File: config.mk
export PLATFORM = sky130hd
export DESIGN_NAME = hilo_mdu
export DESIGN_NICKNAME = d
export VERILOG_FILES = /design/src/rtl/hilo_mdu.sv
export SDC_FILE = /design/constraint.sdc
export NUM_CORES = 2
export LEC_CHECK = 0
export ABC_AREA = 1
export CAP_MARGIN = 5
export CORE_UTILIZATION = 35
export DETAILED_ROUTE_END_ITERATION = 8
export GPL_TIMING_DRIVEN = 0
export PLACE_DENSITY_LB_ADDON = 0.1
export SKIP_LAST_GASP = 1
export SLEW_MARGIN = 20
export SYNTH_ARGS = -nofsm -noshare
export SYNTH_HDL_FRONTEND = slang
export SYNTH_SLANG_ARGS = --single-unit
File: constraint.sdc
create_clock -name clk -period 20.7 [get_ports clk]
set_input_delay 4.14 -clock clk [delete_from_list [all_inputs] [get_ports clk]]
set_output_delay 4.14 -clock clk [all_outputs]
set_load 0.02 [all_outputs]
File: src/rtl/hilo_mdu.sv
// hilo_mdu: E-stage multiply/divide unit with the HI/LO register pair.
// Define HILO_ITER_MULT_EN to run MULT/MULTU on the iterative shift-add path instead of a one-cycle multiplier.

`ifndef MULT_CONTROL
`define MULT_CONTROL  5'b10000
`endif
`ifndef MULTU_CONTROL
`define MULTU_CONTROL 5'b10001
`endif
`ifndef DIV_CONTROL
`define DIV_CONTROL   5'b10010
`endif
`ifndef DIVU_CONTROL
`define DIVU_CONTROL  5'b10011
`endif
`ifndef MTHI_CONTROL
`define MTHI_CONTROL  5'b10100
`endif
`ifndef MTLO_CONTROL
`define MTLO_CONTROL  5'b10101
`endif
`ifndef MFHI_CONTROL
`define MFHI_CONTROL  5'b10110
`endif
`ifndef MFLO_CONTROL
`define MFLO_CONTROL  5'b10111
`endif

module hilo_mdu (
  input  logic        clk,
  input  logic        rst,
  input  logic [4:0]  alucontrol,
  input  logic        en,
  input  logic        flush,
  input  logic [31:0] a,
  input  logic [31:0] b,
  output logic        stall,
  output logic [31:0] hilo_out
);

  typedef enum logic [1:0] {IDLE, BUSY, DONE} state_t;

  state_t      state_q, state_d;
  logic [4:0]  cnt_q, cnt_d;
  logic [63:0] acc_q, acc_d;
  logic [31:0] opB_q, opB_d;
  logic        negQ_q, negQ_d;
  logic        negR_q, negR_d;
  logic [31:0] hi_q, hi_d;
  logic [31:0] lo_q, lo_d;

  logic isDivCode, isMultCode, isSignedCode;
  logic idleIssue, divZero, startOp;
  logic [31:0] absA, absB;
  logic [32:0] remShift;
  logic [33:0] remDiff;
  logic [63:0] divStep;
  logic [31:0] quotFix, remFix;

  assign isDivCode    = (alucontrol == `DIV_CONTROL) || (alucontrol == `DIVU_CONTROL);
  assign isMultCode   = (alucontrol == `MULT_CONTROL) || (alucontrol == `MULTU_CONTROL);
  assign isSignedCode = (alucontrol == `DIV_CONTROL) || (alucontrol == `MULT_CONTROL);

  // rst is folded in so stall collapses immediately on an asynchronous reset.
  assign idleIssue = (state_q == IDLE) && en && !flush && !rst;
  assign divZero   = idleIssue && isDivCode && (b == 32'd0);

`ifdef HILO_ITER_MULT_EN
  logic        isDiv_q, isDiv_d;
  logic [32:0] addSum;
  logic [63:0] mulStep;
  logic [63:0] prodFix;

  assign startOp = idleIssue && ((isDivCode && (b != 32'd0)) || isMultCode);
  assign addSum  = {1'b0, acc_q[63:32]} + (acc_q[0] ? {1'b0, opB_q} : 33'd0);
  assign mulStep = {addSum, acc_q[31:1]};
  assign prodFix = negQ_q ? -acc_q : acc_q;
`else
  logic [63:0] mulA, mulB, product;

  assign startOp = idleIssue && isDivCode && (b != 32'd0);
  assign mulA    = {{32{isSignedCode & a[31]}}, a};
  assign mulB    = {{32{isSignedCode & b[31]}}, b};
  assign product = mulA * mulB;
`endif

  assign absA = (isSignedCode && a[31]) ? -a : a;
  assign absB = (isSignedCode && b[31]) ? -b : b;

  // Restoring divide step: shift {rem,quot} left and subtract the divisor when it fits.
  assign remShift = acc_q[63:31];
  assign remDiff  = {1'b0, remShift} - {2'b00, opB_q};
  assign divStep  = remDiff[33] ? {acc_q[62:0], 1'b0}
                                : {remDiff[31:0], acc_q[30:0], 1'b1};

  assign quotFix = negQ_q ? -acc_q[31:0]  : acc_q[31:0];
  assign remFix  = negR_q ? -acc_q[63:32] : acc_q[63:32];

  assign stall = startOp || ((state_q == BUSY) && !flush);

  always_comb begin
    hilo_out = 32'd0;
    if (alucontrol == `MFHI_CONTROL)      hilo_out = hi_q;
    else if (alucontrol == `MFLO_CONTROL) hilo_out = lo_q;
  end

  // Next-state logic; flush wins over both a new start and the DONE write-back.
  always_comb begin
    state_d = state_q;
    cnt_d   = cnt_q;
    acc_d   = acc_q;
    opB_d   = opB_q;
    negQ_d  = negQ_q;
    negR_d  = negR_q;
    hi_d    = hi_q;
    lo_d    = lo_q;
`ifdef HILO_ITER_MULT_EN
    isDiv_d = isDiv_q;
`endif
    case (state_q)
      IDLE: begin
        if (startOp) begin
          state_d = BUSY;
          cnt_d   = 5'd0;
          negQ_d  = isSignedCode & (a[31] ^ b[31]);
          negR_d  = isSignedCode & a[31];
`ifdef HILO_ITER_MULT_EN
          isDiv_d = isDivCode;
          acc_d   = {32'd0, isDivCode ? absA : absB};
          opB_d   = isDivCode ? absB : absA;
`else
          acc_d   = {32'd0, absA};
          opB_d   = absB;
`endif
        end else if (divZero) begin
          hi_d = a;
          lo_d = 32'hFFFF_FFFF;
        end else if (idleIssue) begin
          if (alucontrol == `MTHI_CONTROL) hi_d = a;
          if (alucontrol == `MTLO_CONTROL) lo_d = a;
`ifndef HILO_ITER_MULT_EN
          if (isMultCode) begin
            hi_d = product[63:32];
            lo_d = product[31:0];
          end
`endif
        end
      end
      BUSY: begin
        if (flush) begin
          state_d = IDLE;
        end else begin
`ifdef HILO_ITER_MULT_EN
          acc_d = isDiv_q ? divStep : mulStep;
`else
          acc_d = divStep;
`endif
          cnt_d = cnt_q + 5'd1;
          if (cnt_q == 5'd31) state_d = DONE;
        end
      end
      DONE: begin
        state_d = IDLE;
        if (!flush) begin
`ifdef HILO_ITER_MULT_EN
          if (isDiv_q) begin
            hi_d = remFix;
            lo_d = quotFix;
          end else begin
            hi_d = prodFix[63:32];
            lo_d = prodFix[31:0];
          end
`else
          hi_d = remFix;
          lo_d = quotFix;
`endif
        end
      end
      default: state_d = IDLE;
    endcase
  end

  always_ff @(posedge clk or posedge rst) begin
    if (rst) begin
      state_q <= IDLE;
      cnt_q   <= 5'd0;
      acc_q   <= 64'd0;
      opB_q   <= 32'd0;
      negQ_q  <= 1'b0;
      negR_q  <= 1'b0;
      hi_q    <= 32'd0;
      lo_q    <= 32'd0;
    end else begin
      state_q <= state_d;
      cnt_q   <= cnt_d;
      acc_q   <= acc_d;
      opB_q   <= opB_d;
      negQ_q  <= negQ_d;
      negR_q  <= negR_d;
      hi_q    <= hi_d;
      lo_q    <= lo_d;
    end
  end

`ifdef HILO_ITER_MULT_EN
  always_ff @(posedge clk or posedge rst) begin
    if (rst) isDiv_q <= 1'b0;
    else     isDiv_q <= isDiv_d;
  end
`endif

endmodule

* Word level (Yosys, flattened, before mapping) *
Cells that the tools add are included.

word-level totals
  word-level logic and storage cells = 94
  flip-flop bits (word level) = 169

cells by class
  bitwise operators = 4
  add/sub/neg operators = 6
  muxes and demuxes = 31
  reductions and logical operators = 25
  multiply operators = 1
  eq/ne operators = 19

operator list
  cell                                            number
  2-to-1 mux 32 bit                               18
  2-to-1 mux 64 bit                               3
  negation 32 bit                                 4
  one-hot mux 32 bit (2 select lines)             2
  one-hot mux 64 bit (2 select lines)             1
  multiplier 33 x 33 -> 64 bit                    1
  equality test 5 bit (second input constant)     9
  subtractor 33 x 32 -> 34 bit                    1
  logical NOT 32 bit                              1
  nonzero test 32 bit                             1
  2-to-1 mux 5 bit                                2
  one-hot mux 5 bit (2 select lines)              1
  AND reduction 5 bit                             2
  logical AND 1 bit                               9
  != test 2 bit (second input constant)           4
  != test 4 x 3 -> 1 bit (second input constant)  2
  2-to-1 mux 2 bit                                3
  adder 5 x 1 -> 5 bit (second input constant)    1
  logical OR 1 bit                                4
  one-hot mux 2 bit (2 select lines)              1
  AND reduction 2 bit                             2
  nonzero test 2 bit                              2
  AND 1 bit                                       3
  != test 3 x 2 -> 1 bit (second input constant)  1
  other kinds (7)                                 8

* Longest topological paths before layout *
  word-level depth = 9
  depth in mapped cells = 35

* Worst setup path after synthesis *
No wires, ideal clock.

  kind = input port to output port
  from = input port rst
  to = output port stall
  stages on the path = 7
  path slack = 7.111 ns
  data required time = 16.560 ns
  data arrival time = 9.449 ns
  cell sequence = inv_1 > nand4_1 > nor3_2 > o21ai_4 > nand2_1 > buf_2 > buf_1

on the way
  cells in the longest elaborated chain, start to end = 5

ends and longest elaborated chain
  item                                RTL line  RTL
  start, declared                     31        input logic rst,
  logical NOT 1 bit (no source line)  n/a
  logical AND 1 bit                   65        assign idleIssue = (state_q == IDLE) && en && !flush && !rst;
  logical AND 1 bit (2 in a row)      81        assign startOp = idleIssue && isDivCode && (b != 32'd0);
  logical OR 1 bit                    99        assign stall = startOp || ((state_q == BUSY) && !flush);
  end, declared                       37        output logic stall,

Every way passes these cells.

* Worst setup path in the final report *
  from = input port alucontrol[4]
  to = register hi_q[20]

on the way
  cells in the longest elaborated chain, start to end = 9

ends and longest elaborated chain
  item                                  RTL line  RTL
  start, declared                       32        input logic [4:0] alucontrol,
  equality test 5 bit (no source line)  n/a
  logical OR 1 bit                      62        assign isSignedCode = (alucontrol == `DIV_CONTROL) || (alucontrol == `MULT_CONTROL);
  AND 1 bit (on tied branches)          82, 83
  multiplier 33 x 33 -> 64 bit          84        assign product = mulA * mulB;
  2-to-1 mux 32 bit                     142       if (isMultCode) begin
  2-to-1 mux 32 bit                     138       end else if (idleIssue) begin
  2-to-1 mux 32 bit                     135       end else if (divZero) begin
  2-to-1 mux 32 bit                     122       if (startOp) begin
  one-hot mux 32 bit (2 select lines)   120       case (state_q)
  end signal, assigned                  200       hi_q <= hi_d;
  end, declared                         49        logic [31:0] hi_q, hi_d;

Parallel ways exist; a longest one is shown, timed or not. The select of a mux whose other input is x is not followed.
A chain may end at the register's enable or synchronous reset.

==> results.cfg <==
[routing]
wl_per_cell_um = 26.7
drcViolationCount = 0
wl_mm = 252
dr.pass1.iters = 6
via_count = 49000
drt.antenna.violating_nets = 0
drt_iter0_drc = 4832
drt-vias-per-instance = 5.18

[placed_design]
preCtsSetupSlack_ns = 5.02
port-buffer-count = 60
dp_hpwl_mm = 217
place_congestion = 0.985

[clocking]
cts_sinks = 169
clk_pin_slew_ns = 0.08
clock_latency_ns = 0.49
cts-hold-fix-buffers = 0
root_buffer = clkbuf_16
cts_tree = done
post_cts_buffers = 0
cts_made_buffers = 17
cts_resized = 0
clockBufferDepth = 2
cts_max_level = 4

[grt]
overflow = 0
grt_pass1_vias = 50600
antenna_found_initial = 23
gr-usage-all-layers_pct = 32.9
grt_pass1_wl_mm = 365
grt_max_degree = 93

[worst_setup_path]
crit_path_frequent_cell = inv_1
cp_data_required_time_ns = 21.06
critPathArrivalTime_ns = 15.45
max_stage_delay_ns = 1.07
critical_path_peak_fanout = 10
r2r-end = acc_q[58]
startpoint_type = primary input
r2r_start = acc_q[31]
reg2reg_slack_ns = 16.77
critical_path_class = in -> reg
end_kind = flop
ff2ff_path_depth = 11
worst_path_max_delay_cell = fa_1

[floorplanning]
rows = 143
start_util_pct = 35.3
die-height_um = 394
die_width_um = 394
io_pins = 106
die_area_um2 = 156000
placeableCoreArea_um2 = 152000

[logic_synthesis]
syn-mean-instance-area_um2 = 7.36
synth-seq-cells = 169
synth-edff-count = 0
synth.distinct_cells = 47
synth_ff_type = dfrtp_1
synthCells = 7317
yosys_warnings = 0
synth_nets = 8767
syn_area_um2 = 53900
seq_area_frac_synth_pct = 7.85
async_flop_share_pct = 100

[sta]
finalSetupViolations = 0
drv_slew = 0
final.setup.tns_ns = 0
fin_ws_ns = 5.60
hold_viol = 0
layout_worst_path_cycle_share_pct = 72.9
rsz0062_at_grt = no
relSlewSlack_pct = 15.6
holdWs_ns = 0.484
fin_skew_ns = 0.0192
tightest_slew_ns = 1.27
fmax_ghz = 0.0662
min_period_ns = 15.10

[layout]
layout_common_cells = 1,891 x inv_1, 1,837 x nand2_1, 1,125 x fa_1
mostFrequentLayoutCell = inv_1
area_growth_pct = 7.49
n_fill_cell = 16600
drive_gt1_share_pct = 2.18
nets = 8854

[hold_path]
holdPathEnd = opB_q[10]
hp-start = opB_q[10]
hold_depth = 2
worst_hold_path_type = reg -> reg

[job]
drv_cap = 0

[run_status]
run_status = finished clean
-- synth_stat cells (44+ instances only) --
| master | instances | area [um^2] |
|---|---|---|
| a21oi_1 | 293 | 1470 |
| buf_1 | 76 | 285 |
| clkbuf_1 | 252 | 946 |
| dfrtp_1 | 169 | 4230 |
| fa_1 | 1126 | 22500 |
| ha_1 | 251 | 3140 |
| inv_1 | 1892 | 7100 |
| nand2_1 | 1837 | 6900 |
| nand3_1 | 277 | 1390 |
| nand4_1 | 47 | 294 |
| nor2_1 | 467 | 1750 |
| nor3_1 | 45 | 225 |
| o21ai_0 | 268 | 1340 |
| o22ai_1 | 44 | 275 |
| xor2_1 | 52 | 455 |
-- flip-flops by register name (all words and copies together) (netlist names) --
signal	count
acc_q	64
state_q	2
negQ_q	1
opB_q	32
cnt_q	5
negR_q	1
hi_q	32
lo_q	32
-- area by class of cell --
type                            instances  area [um^2]  area share [%]
Multi-Input combinational cell       4883        41100            70.9
Antenna cell                           14         35.0          0.0605
Tap cell                             2030         2540            4.39
Inverter                             1907         7170            12.4
Clock inverter                         15          179           0.309
Timing Repair Buffer                   68          786            1.36
Clock buffer                           17          425           0.734
Buffer                                358         1480            2.55
Sequential cell                       169         4230            7.30
-- through the flow --
stage | instances | instance area, um^2 | utilization (%)
2_1_floorplan | 7317 | 53900 | -
3_3_place_gp | 9407 | 57000 | 37.4
3_5_place_dp | 9414 | 57300 | 37.6
4_1_cts | 9446 | 57900 | 38.0
5_1_grt | 9450 | 57900 | 38.0
6_report | 9461 | 57900 | 38.0
-- metal layers --
metal	routed length, um	track usage, %
met5	99	0
met4	7120	8.13
met3	18700	5.41
met2	114000	52.5
met1	112000	46.3
-- worst max path at each step --
stage | startpoint | to | slack, ns | cells past startpoint
2_1_floorplan | rst | stall | 7.11 | 7
3_3_place_gp | rst | stall | 3.04 | 9
3_5_place_dp | alucontrol[4] | hi_q[19] | 5.02 | 31
4_1_cts | alucontrol[4] | hi_q[19] | 5.57 | 31
5_1_grt | alucontrol[4] | hi_q[19] | 5.19 | 32
6_report | alucontrol[4] | hi_q[20] | 5.60 | 33
-- logic make-up after synthesis --
| kind of cell | Yosys count | share of synthesized area (%) |
|---|---|---|
| xor+xnor | 69 | 1.12 |
| simple gates | 2713 | 20.1 |
| compound gates | 723 | 7.32 |
| flops | 169 | 7.85 |
| fa+ha+maj | 1377 | 47.7 |
| mux | 1 | 0.0186 |
| buf+inv | 2265 | 15.9 |
-- critical path, delay by kind of cell --
| kind | cells | cell delay [ns] |
|---|---|---|
| AND/OR/NAND/NOR | 11 | 3.00 |
| adder cells (fa/ha/maj) | 9 | 5.17 |
| AO/OA/AOI/OAI | 1 | 0.12 |
| buffers and inverters | 12 | 2.97 |
Power is left out: the tool's default activity adds up to more than one toggle a clock period on the data nets, which glitch-free logic cannot reach.
